==> src/rtl/mvm_pkg.sv <==
// Shared definitions for mat_vec_mult, its result drain and their benches.
package mvm_pkg;

  localparam int MVM_ROWS = 8;
  localparam int MVM_DW   = 8;
  localparam int MVM_ACCW = 24;

  typedef enum logic [2:0] {
    IDLE,
    CAPTURE,
    SEND,
    CLEAR,
    WAIT_LOW
  } drain_state_t;

endpackage

==> src/rtl/mvm_result_drain.sv <==
// Result drain for mat_vec_mult.
// Waits for a rising edge on done and snapshots all row results.
// Streams the rows in order 0..NUM_ROWS-1 over valid/ready.
// Pulses clr once so the multiplier starts the next pass clean.
// Then waits for done to fall, so a stuck-high done cannot start a second pass.
module mvm_result_drain
  import mvm_pkg::*;
#(
  parameter  int DATA_WIDTH = MVM_DW,
  parameter  int NUM_ROWS   = MVM_ROWS,
  parameter  int ACC_WIDTH  = 3 * DATA_WIDTH,
  localparam int IDX_W      = $clog2(NUM_ROWS)
) (
  input  logic                 clk,
  input  logic                 rst_n,
  input  logic                 done,
  input  logic [ACC_WIDTH-1:0] res_in [NUM_ROWS],
  output logic                 clr,
  output logic                 m_valid,
  input  logic                 m_ready,
  output logic [ACC_WIDTH-1:0] m_data,
  output logic [IDX_W-1:0]     m_idx,
  output logic                 m_last,
  output logic                 busy
);

  localparam logic [IDX_W-1:0] LAST_IDX = IDX_W'(NUM_ROWS - 1);

  drain_state_t         r_state;
  drain_state_t         w_stateNext;
  logic [IDX_W-1:0]     r_idx;
  logic [IDX_W-1:0]     w_idxNext;
  logic                 r_doneQ;
  logic                 r_valid;
  logic                 r_last;
  logic                 r_clr;
  logic                 r_busy;
  logic [ACC_WIDTH-1:0] r_data;
  logic [ACC_WIDTH-1:0] w_dataNext;
  logic [ACC_WIDTH-1:0] r_shadow [NUM_ROWS];
  logic                 w_xfer;

  assign w_xfer  = r_valid && m_ready;
  assign clr     = r_clr;
  assign m_valid = r_valid;
  assign m_data  = r_data;
  assign m_idx   = r_idx;
  assign m_last  = r_last;
  assign busy    = r_busy;

  // Next-state and next-index logic.
  // During CAPTURE the first element comes straight from res_in, because the shadow bank
  // is loaded on the same edge.
  always_comb begin
    w_stateNext = r_state;
    w_idxNext   = r_idx;
    case (r_state)
      IDLE: begin
        if (!r_doneQ && done) w_stateNext = CAPTURE;
      end
      CAPTURE: begin
        w_stateNext = SEND;
        w_idxNext   = '0;
      end
      SEND: begin
        if (w_xfer) begin
          w_idxNext = r_idx + IDX_W'(1);
          if (r_idx == LAST_IDX) w_stateNext = CLEAR;
        end
      end
      CLEAR: begin
        w_stateNext = WAIT_LOW;
      end
      WAIT_LOW: begin
        if (!done) w_stateNext = IDLE;
      end
      default: begin
        w_stateNext = IDLE;
      end
    endcase
    w_dataNext = (r_state == CAPTURE) ? res_in[w_idxNext] : r_shadow[w_idxNext];
  end

  // State, index and all outputs are registered.
  // Each output is decoded from the next state, so it lines up with the state it describes.
  always_ff @(posedge clk) begin
    if (!rst_n) begin
      r_state <= IDLE;
      r_idx   <= '0;
      r_doneQ <= 1'b0;
      r_valid <= 1'b0;
      r_last  <= 1'b0;
      r_clr   <= 1'b0;
      r_busy  <= 1'b0;
      r_data  <= '0;
    end else begin
      r_state <= w_stateNext;
      r_idx   <= w_idxNext;
      r_doneQ <= done;
      r_valid <= (w_stateNext == SEND);
      r_last  <= (w_stateNext == SEND) && (w_idxNext == LAST_IDX);
      r_clr   <= (w_stateNext == CLEAR);
      r_busy  <= (w_stateNext != IDLE);
      if (w_stateNext == SEND) r_data <= w_dataNext;
    end
  end

  // Snapshot of every row, taken once per pass.
  // Later changes on res_in cannot disturb the stream.
  always_ff @(posedge clk) begin
    if (!rst_n) begin
      for (int i = 0; i < NUM_ROWS; i++) r_shadow[i] <= '0;
    end else if (r_state == CAPTURE) begin
      for (int i = 0; i < NUM_ROWS; i++) r_shadow[i] <= res_in[i];
    end
  end

endmodule

==> config.mk <==
export PLATFORM = sky130hd
export DESIGN_NAME = mvm_result_drain
export DESIGN_NICKNAME = d
export VERILOG_FILES = /design/src/rtl/mvm_pkg.sv /design/src/rtl/mvm_result_drain.sv
export SDC_FILE = /design/constraint.sdc
export NUM_CORES = 1
export LEC_CHECK = 0
export ABC_AREA = 1
export BUFFER_PORTS_ARGS = -buffer_cell sky130_fd_sc_hd__buf_4
export CAP_MARGIN = 20
export CORE_ASPECT_RATIO = 0.8
export CORE_MARGIN = 5
export CORE_UTILIZATION = 53
export CTS_BUF_LIST = sky130_fd_sc_hd__clkbuf_4 sky130_fd_sc_hd__clkbuf_8
export CTS_CLUSTER_SIZE = 25
export DETAILED_ROUTE_END_ITERATION = 12
export HOLD_SLACK_MARGIN = 0.15
export PLACE_DENSITY_LB_ADDON = 0.3
export SETUP_SLACK_MARGIN = 0.02
export SYNTH_ARGS = -nofsm -noshare
export SYNTH_HDL_FRONTEND = slang
export SYNTH_SLANG_ARGS = --single-unit
==> constraint.sdc <==
create_clock -name clk -period 6.03 [get_ports clk]
set_input_delay 0 -clock clk [delete_from_list [all_inputs] [get_ports clk]]
set_output_delay 0 -clock clk [all_outputs]
set_load 0.005 [all_outputs]
Yosys cells after proc, flatten, opt, wreduce, memory -nomap -nowiden:

Memory sizes are Yosys's and may differ from the RTL's.
Index checks and enable logic that the tools add are counted.

* register bits after elaboration: 35
* memory bits (writable): 192
* input port bits: 196
* logic and storage cells: 57
* memories kept: 1

Memory list
* r_shadow: depth 8, bits a word 24, rd ports 1, clocked after Yosys merged registers in 0, write ports 8, RTL line mvm_result_drain.sv:40 `logic [ACC_WIDTH-1:0] r_shadow [NUM_ROWS];`

* $add $sub $neg: 1
* order comparisons: 1
* equality and inequality tests: 8
* muxes and demuxes: 23
* bitwise logic cells: 9
* reductions and logical operators: 6

Operator list (number)
* 24-bit two-way mux: 11
* 24-bit binary-select mux with 3-bit select: 1
* 3-bit two-way mux: 5
* 3-bit one-hot mux with 5 select lines: 1
* 3-bit by 2-bit == test with 1-bit output, second input constant: 4
* 3-bit == test, second input constant: 3
* 1-bit OR: 8
* 3-bit one-hot mux with 2 select lines: 1
* 4-bit greater-or-equal comparator, second input constant: 1
* 1-bit two-way mux: 4
* 3-bit inverter with 4-bit output: 1
* 3-bit by 1-bit adder with 3-bit output, second input constant: 1
* 3-bit by 1-bit == test with 1-bit output, second input constant: 1
* 1-bit logical AND: 3
* 3-bit logical NOT: 1
* 3-bit nonzero test: 1
* 1-bit logical NOT: 1

Longest topological paths before layout:

* word-level depth: 8
* mapped depth: 13

Worst setup path before layout:

OpenSTA, ideal clock, no wires.

* path kind: reg2reg
* start point: register r_state[1]
* end point: memory r_shadow[0][0] in the netlist's numbering (enable)
* setup time: 1.529 ns
* data arrival time: 4.147 ns
* required time: 4.501 ns
* path slack: 0.354 ns
* stages on the path, launching flop included: 6
* buffers on the path: 2
* period minus slack after synthesis: 5.676 ns
* path through: dfxtp_1 -> inv_2 -> nand3_2 -> buf_4 -> clkbuf_1 -> nand2_1

RTL lines
* start: declaration: RTL line mvm_result_drain.sv:29 `drain_state_t r_state;`
* start signal: assignment: RTL line mvm_result_drain.sv:97 `r_state <= w_stateNext;`
* end: declaration: RTL line mvm_result_drain.sv:40

Final worst setup path:

* start point: register r_state[1]
* end point: register r_data[8], in the netlist m_data[8]

* longest elaborated chain between the ends: 7
* elaborated cells on any way between the ends: 18
* those cells by class: eq/ne (5); mux (10); bitwise (1); reduce/logical (1); memory (1)

Ends and longest elaborated chain
* 3-bit by 2-bit == test with 1-bit output or 3-bit by 1-bit == test with 1-bit output (tied branches): RTL line mvm_result_drain.sv:57, mvm_result_drain.sv:81
* 3-bit one-hot mux with 2 select lines: RTL line mvm_result_drain.sv:57 `case (r_state)`
* 3-bit inverter with 4-bit output (implied by the code): RTL line mvm_result_drain.sv:81 `w_dataNext = (r_state == CAPTURE) ? res_in[w_idxNext] : r_shadow[w_idxNext];`
* 24-bit binary-select mux with 3-bit select: RTL line mvm_result_drain.sv:81
* 24-bit two-way mux (implied by the code) (2 in series): RTL line mvm_result_drain.sv:81
* 24-bit two-way mux: RTL line mvm_result_drain.sv:81
* end signal: assignment: RTL line mvm_result_drain.sv:104 `if (w_stateNext == SEND) r_data <= w_dataNext;`
* end: declaration: RTL line mvm_result_drain.sv:38 `logic [ACC_WIDTH-1:0] r_data;`

Several ways; a longest one is shown, not always the timed one. The select of a mux whose other input is x is not followed.
A chain may end at the register's enable or synchronous reset.

==> impl_metrics.env <==
export IMPL_status="finished clean"
export IMPL_timing_rr_start="r_state[1]$_SDFF_PN0_"
export IMPL_dr_wl_met2_um=17600
export IMPL_clock_root_buffer="clkbuf_8"
export IMPL_leakage_nw=8.13
export IMPL_rows=49
export IMPL_wire_per_inst_um=18.0
export IMPL_grt_pass1_wl_um=62200
export IMPL_grt_max_degree=125
export IMPL_ir_drop_mv=0.134
export IMPL_place_area_mm2=0.0140
export IMPL_cts_made_buffers=39
export IMPL_max_freq_mhz=283
export IMPL_yosysTopAreaCellShare_pct=46.8
export IMPL_timing_critical_path_mode_cell="nand3_1"
export IMPL_dr_wl_met3_um=4690
export IMPL_synth_area_leader_cell="edfxtp_1"
export IMPL_final_common_cell="nand3_1"
export IMPL_final_cells=2196
export IMPL_setup_viol=0
export IMPL_worstPathMaxFanout=78
export IMPL_crit_chain="inv_2 > nand3_2 > buf_4 > nand2_2 > nand2_4 > buf_4 > nand3b_1 > nand3_1 > nand3_1 > nand3_1 > nand3_1 > nand2_1 > inv_1"
export IMPL_first_pass_iters=6
export IMPL_power_density_mw_per_mm2=229
export IMPL_die_h_um=146
export IMPL_synthesis_area_mm2=0.0123
export IMPL_tightest_slew_ns=1.09
export IMPL_critPathRequiredTime_ns=6.44
export IMPL_slew_headroom_pct=27.2
export IMPL_nNetsFinal=2056
export IMPL_whs_endpoint="r_shadow[7][22]$_SDFFCE_PN0P_"
export IMPL_start_util_pct=54.3
export IMPL_fin_crit_sh_pct=58.6
export IMPL_syn_avg_cell_area_um2=8.27
export IMPL_wl_met1_um=16200
export IMPL_synth_yosys_seq_area_share_pct=52.5
export IMPL_die_width_um=181
export IMPL_yosys_warnings=0
export IMPL_cts_tree="built"
export IMPL_worst_setup_path_start_kind="flip-flop"
export IMPL_final_area_mm2=0.0168
export IMPL_num_vias=11900
export IMPL_highest_layer="met4"
export IMPL_dr_first_iter_drc_count=1719
export IMPL_portBuffers=226
export IMPL_clkTransAtPathRegs_ns=0.06
export IMPL_gp_congestion=0.912
export IMPL_io_pins=227
export IMPL_min_period_ns=3.53
export IMPL_ant_nets=0
export IMPL_hold_viol=0
export IMPL_ys_ff_latch=227
export IMPL_crit_arrival_ns=3.95
export IMPL_netlist_instances=1491
export IMPL_core_mm2=0.0227
export IMPL_mostFrequentLayoutCells="351 x nand3_1, 273 x inv_1, 234 x buf_4"
export IMPL_synth_fp_nets=1689
export IMPL_grt_pass1_vias=11500
export IMPL_dp_cells=1927
export IMPL_setup_tns_ns=0
export IMPL_clkLatencyLatePin_ns=0.52
export IMPL_slew_violations=0
export IMPL_viasPerCell=5.40
export IMPL_fin_skew_ns=0.0139
export IMPL_fin_util_pct=74.0
export IMPL_rsz0062_at_grt="no"
export IMPL_reg2reg_slack_ns=2.50
export IMPL_dieArea_mm2=0.0264
export IMPL_reg2reg_depth=13
export IMPL_whs_ns=0.282
export IMPL_clock_sinks=227
export IMPL_antenna_found_initial=2
export IMPL_hp_class="in -> reg"
export IMPL_cap_violations=0
export IMPL_area_growth_pct=36.2
export IMPL_grt_overflow=0
export IMPL_synthTopCellsByArea="edfxtp_1 47%, nand3_1 14%, inv_1 8.3%"
export IMPL_wl_um=39600
export IMPL_drive_gt1_share_pct=17.4
export IMPL_htree_levels=2
export IMPL_worstSetupPathType="reg -> reg"
export IMPL_dp_hpwl_um=22700
export IMPL_ys_types=29
export IMPL_hp_start="res_in[22]"
export IMPL_critPathSlowestCell="buf_4"
export IMPL_cp_end_kind="flip-flop"
export IMPL_reg2reg_to="m_data[8]$_SDFFE_PN0N_"
export IMPL_drc_errors=0
export IMPL_postCtsSetupBuffers=0
export IMPL_critPathMaxStageDelay_ns=0.81
export IMPL_grt_use_total_pct=29.0
export IMPL_hold_path_depth=4
export IMPL_clockBufferDepth=3
worst max path at each step:
stage / start / to / slack (ns) / cells after the start
finish: r_state[1]$_SDFF_PN0_ / m_data[8]$_SDFFE_PN0N_ / 2.50 / 13
global route: r_state[1]$_SDFF_PN0_ / m_data[8]$_SDFFE_PN0N_ / 2.25 / 13
CTS: r_state[1]$_SDFF_PN0_ / m_data[8]$_SDFFE_PN0N_ / 2.59 / 13
detailed placement: r_state[1]$_SDFF_PN0_ / m_data[8]$_SDFFE_PN0N_ / 2.60 / 13
global placement: r_state[1]$_SDFF_PN0_ / m_data[8]$_SDFFE_PN0N_ / 2.69 / 13
floorplan: r_state[1]$_SDFF_PN0_ / r_shadow[0][0]$_SDFFCE_PN0P_ / 0.35 / 5
worst max-delay path, delay by kind of cell (launching register included):
family	cells	cell delay [ns]
buffers and inverters	4	1.26
flip-flops	1	0.47
AND/OR/NAND/NOR	9	1.66
report_power, final:
| group | switching [mW] | internal, mW |
|---|---|---|
| Combinational | 0.309 | 0.286 |
| Sequential | 0.0413 | 1.83 |
| Clock | 0.616 | 0.774 |
| Total | 0.966 | 2.89 |
cells in the mapped netlist:
| library cell | n |
|---|---|
| buf_6 | 1 |
| nor2_2 | 2 |
| edfxtp_1 | 192 |
| nand2_2 | 5 |
| nand3b_1 | 106 |
| nand3_2 | 2 |
| a21oi_1 | 7 |
| o211ai_1 | 1 |
| inv_2 | 7 |
| nand2_4 | 1 |
| buf_4 | 10 |
| buf_2 | 50 |
| a31oi_1 | 2 |
| nand2_1 | 194 |
| o21ai_1 | 1 |
| ha_1 | 2 |
| inv_1 | 273 |
| nor2_1 | 172 |
| buf_1 | 14 |
| a32oi_2 | 1 |
| clkinv_1 | 2 |
| o21ai_0 | 6 |
| clkbuf_1 | 31 |
| dfxtp_1 | 35 |
| nor4_1 | 2 |
| nor3_1 | 2 |
| nand3_1 | 352 |
| o21ai_2 | 1 |
| o21a_1 | 17 |
cell families after synthesis:
family	after synthesis	synth area share, %
and+or+nand+nor	838	32.7
buffers and inverters	388	12.7
DFF	227	52.5
AOI/OAI and AO/OA	36	1.97
adders and majority gates	2	0.203
registers in the layout, indices dropped and copies added, names as in the netlist:
| signal | flops |
|---|---|
| busy | 1 |
| m_idx | 3 |
| m_last | 1 |
| r_shadow | 192 |
| m_valid | 1 |
| r_state | 3 |
| clr | 1 |
| m_data | 24 |
| r_doneQ | 1 |
metrics by stage:
stage | worst slack [ns] | power, mW
3_3_place_gp | 2.69 | 2.36
6_report | 2.50 | 3.85
5_1_grt | 2.25 | 3.99
2_1_floorplan | 0.354 | 2.17
3_5_place_dp | 2.60 | 2.37
4_1_cts | 2.59 | 3.84
layout make-up:
cell class | instances | area [um2]
Timing Repair Buffer | 432 | 3760
Inverter | 282 | 1060
Clock inverter | 9 | 45.0
Tap cell | 306 | 383
Multi-Input combinational cell | 876 | 4340
Fill cell | 1605 | 5890
Clock buffer | 62 | 734
Antenna cell | 2 | 5.00
Sequential cell | 227 | 6470
layer usage:
metal	up-vias	track usage, %
li1	5561	-
met1	5456	41.9
met2	753	43.4
met3	98	7.88
met4	0	8.13
met5	-	0
timing repair:
action                                 4_1_cts  5_1_grt
hold buffers                               196        0
resized for setup                            0        0
endpoints found under the hold margin      222        0
Power figures use the tool's default switching activity.
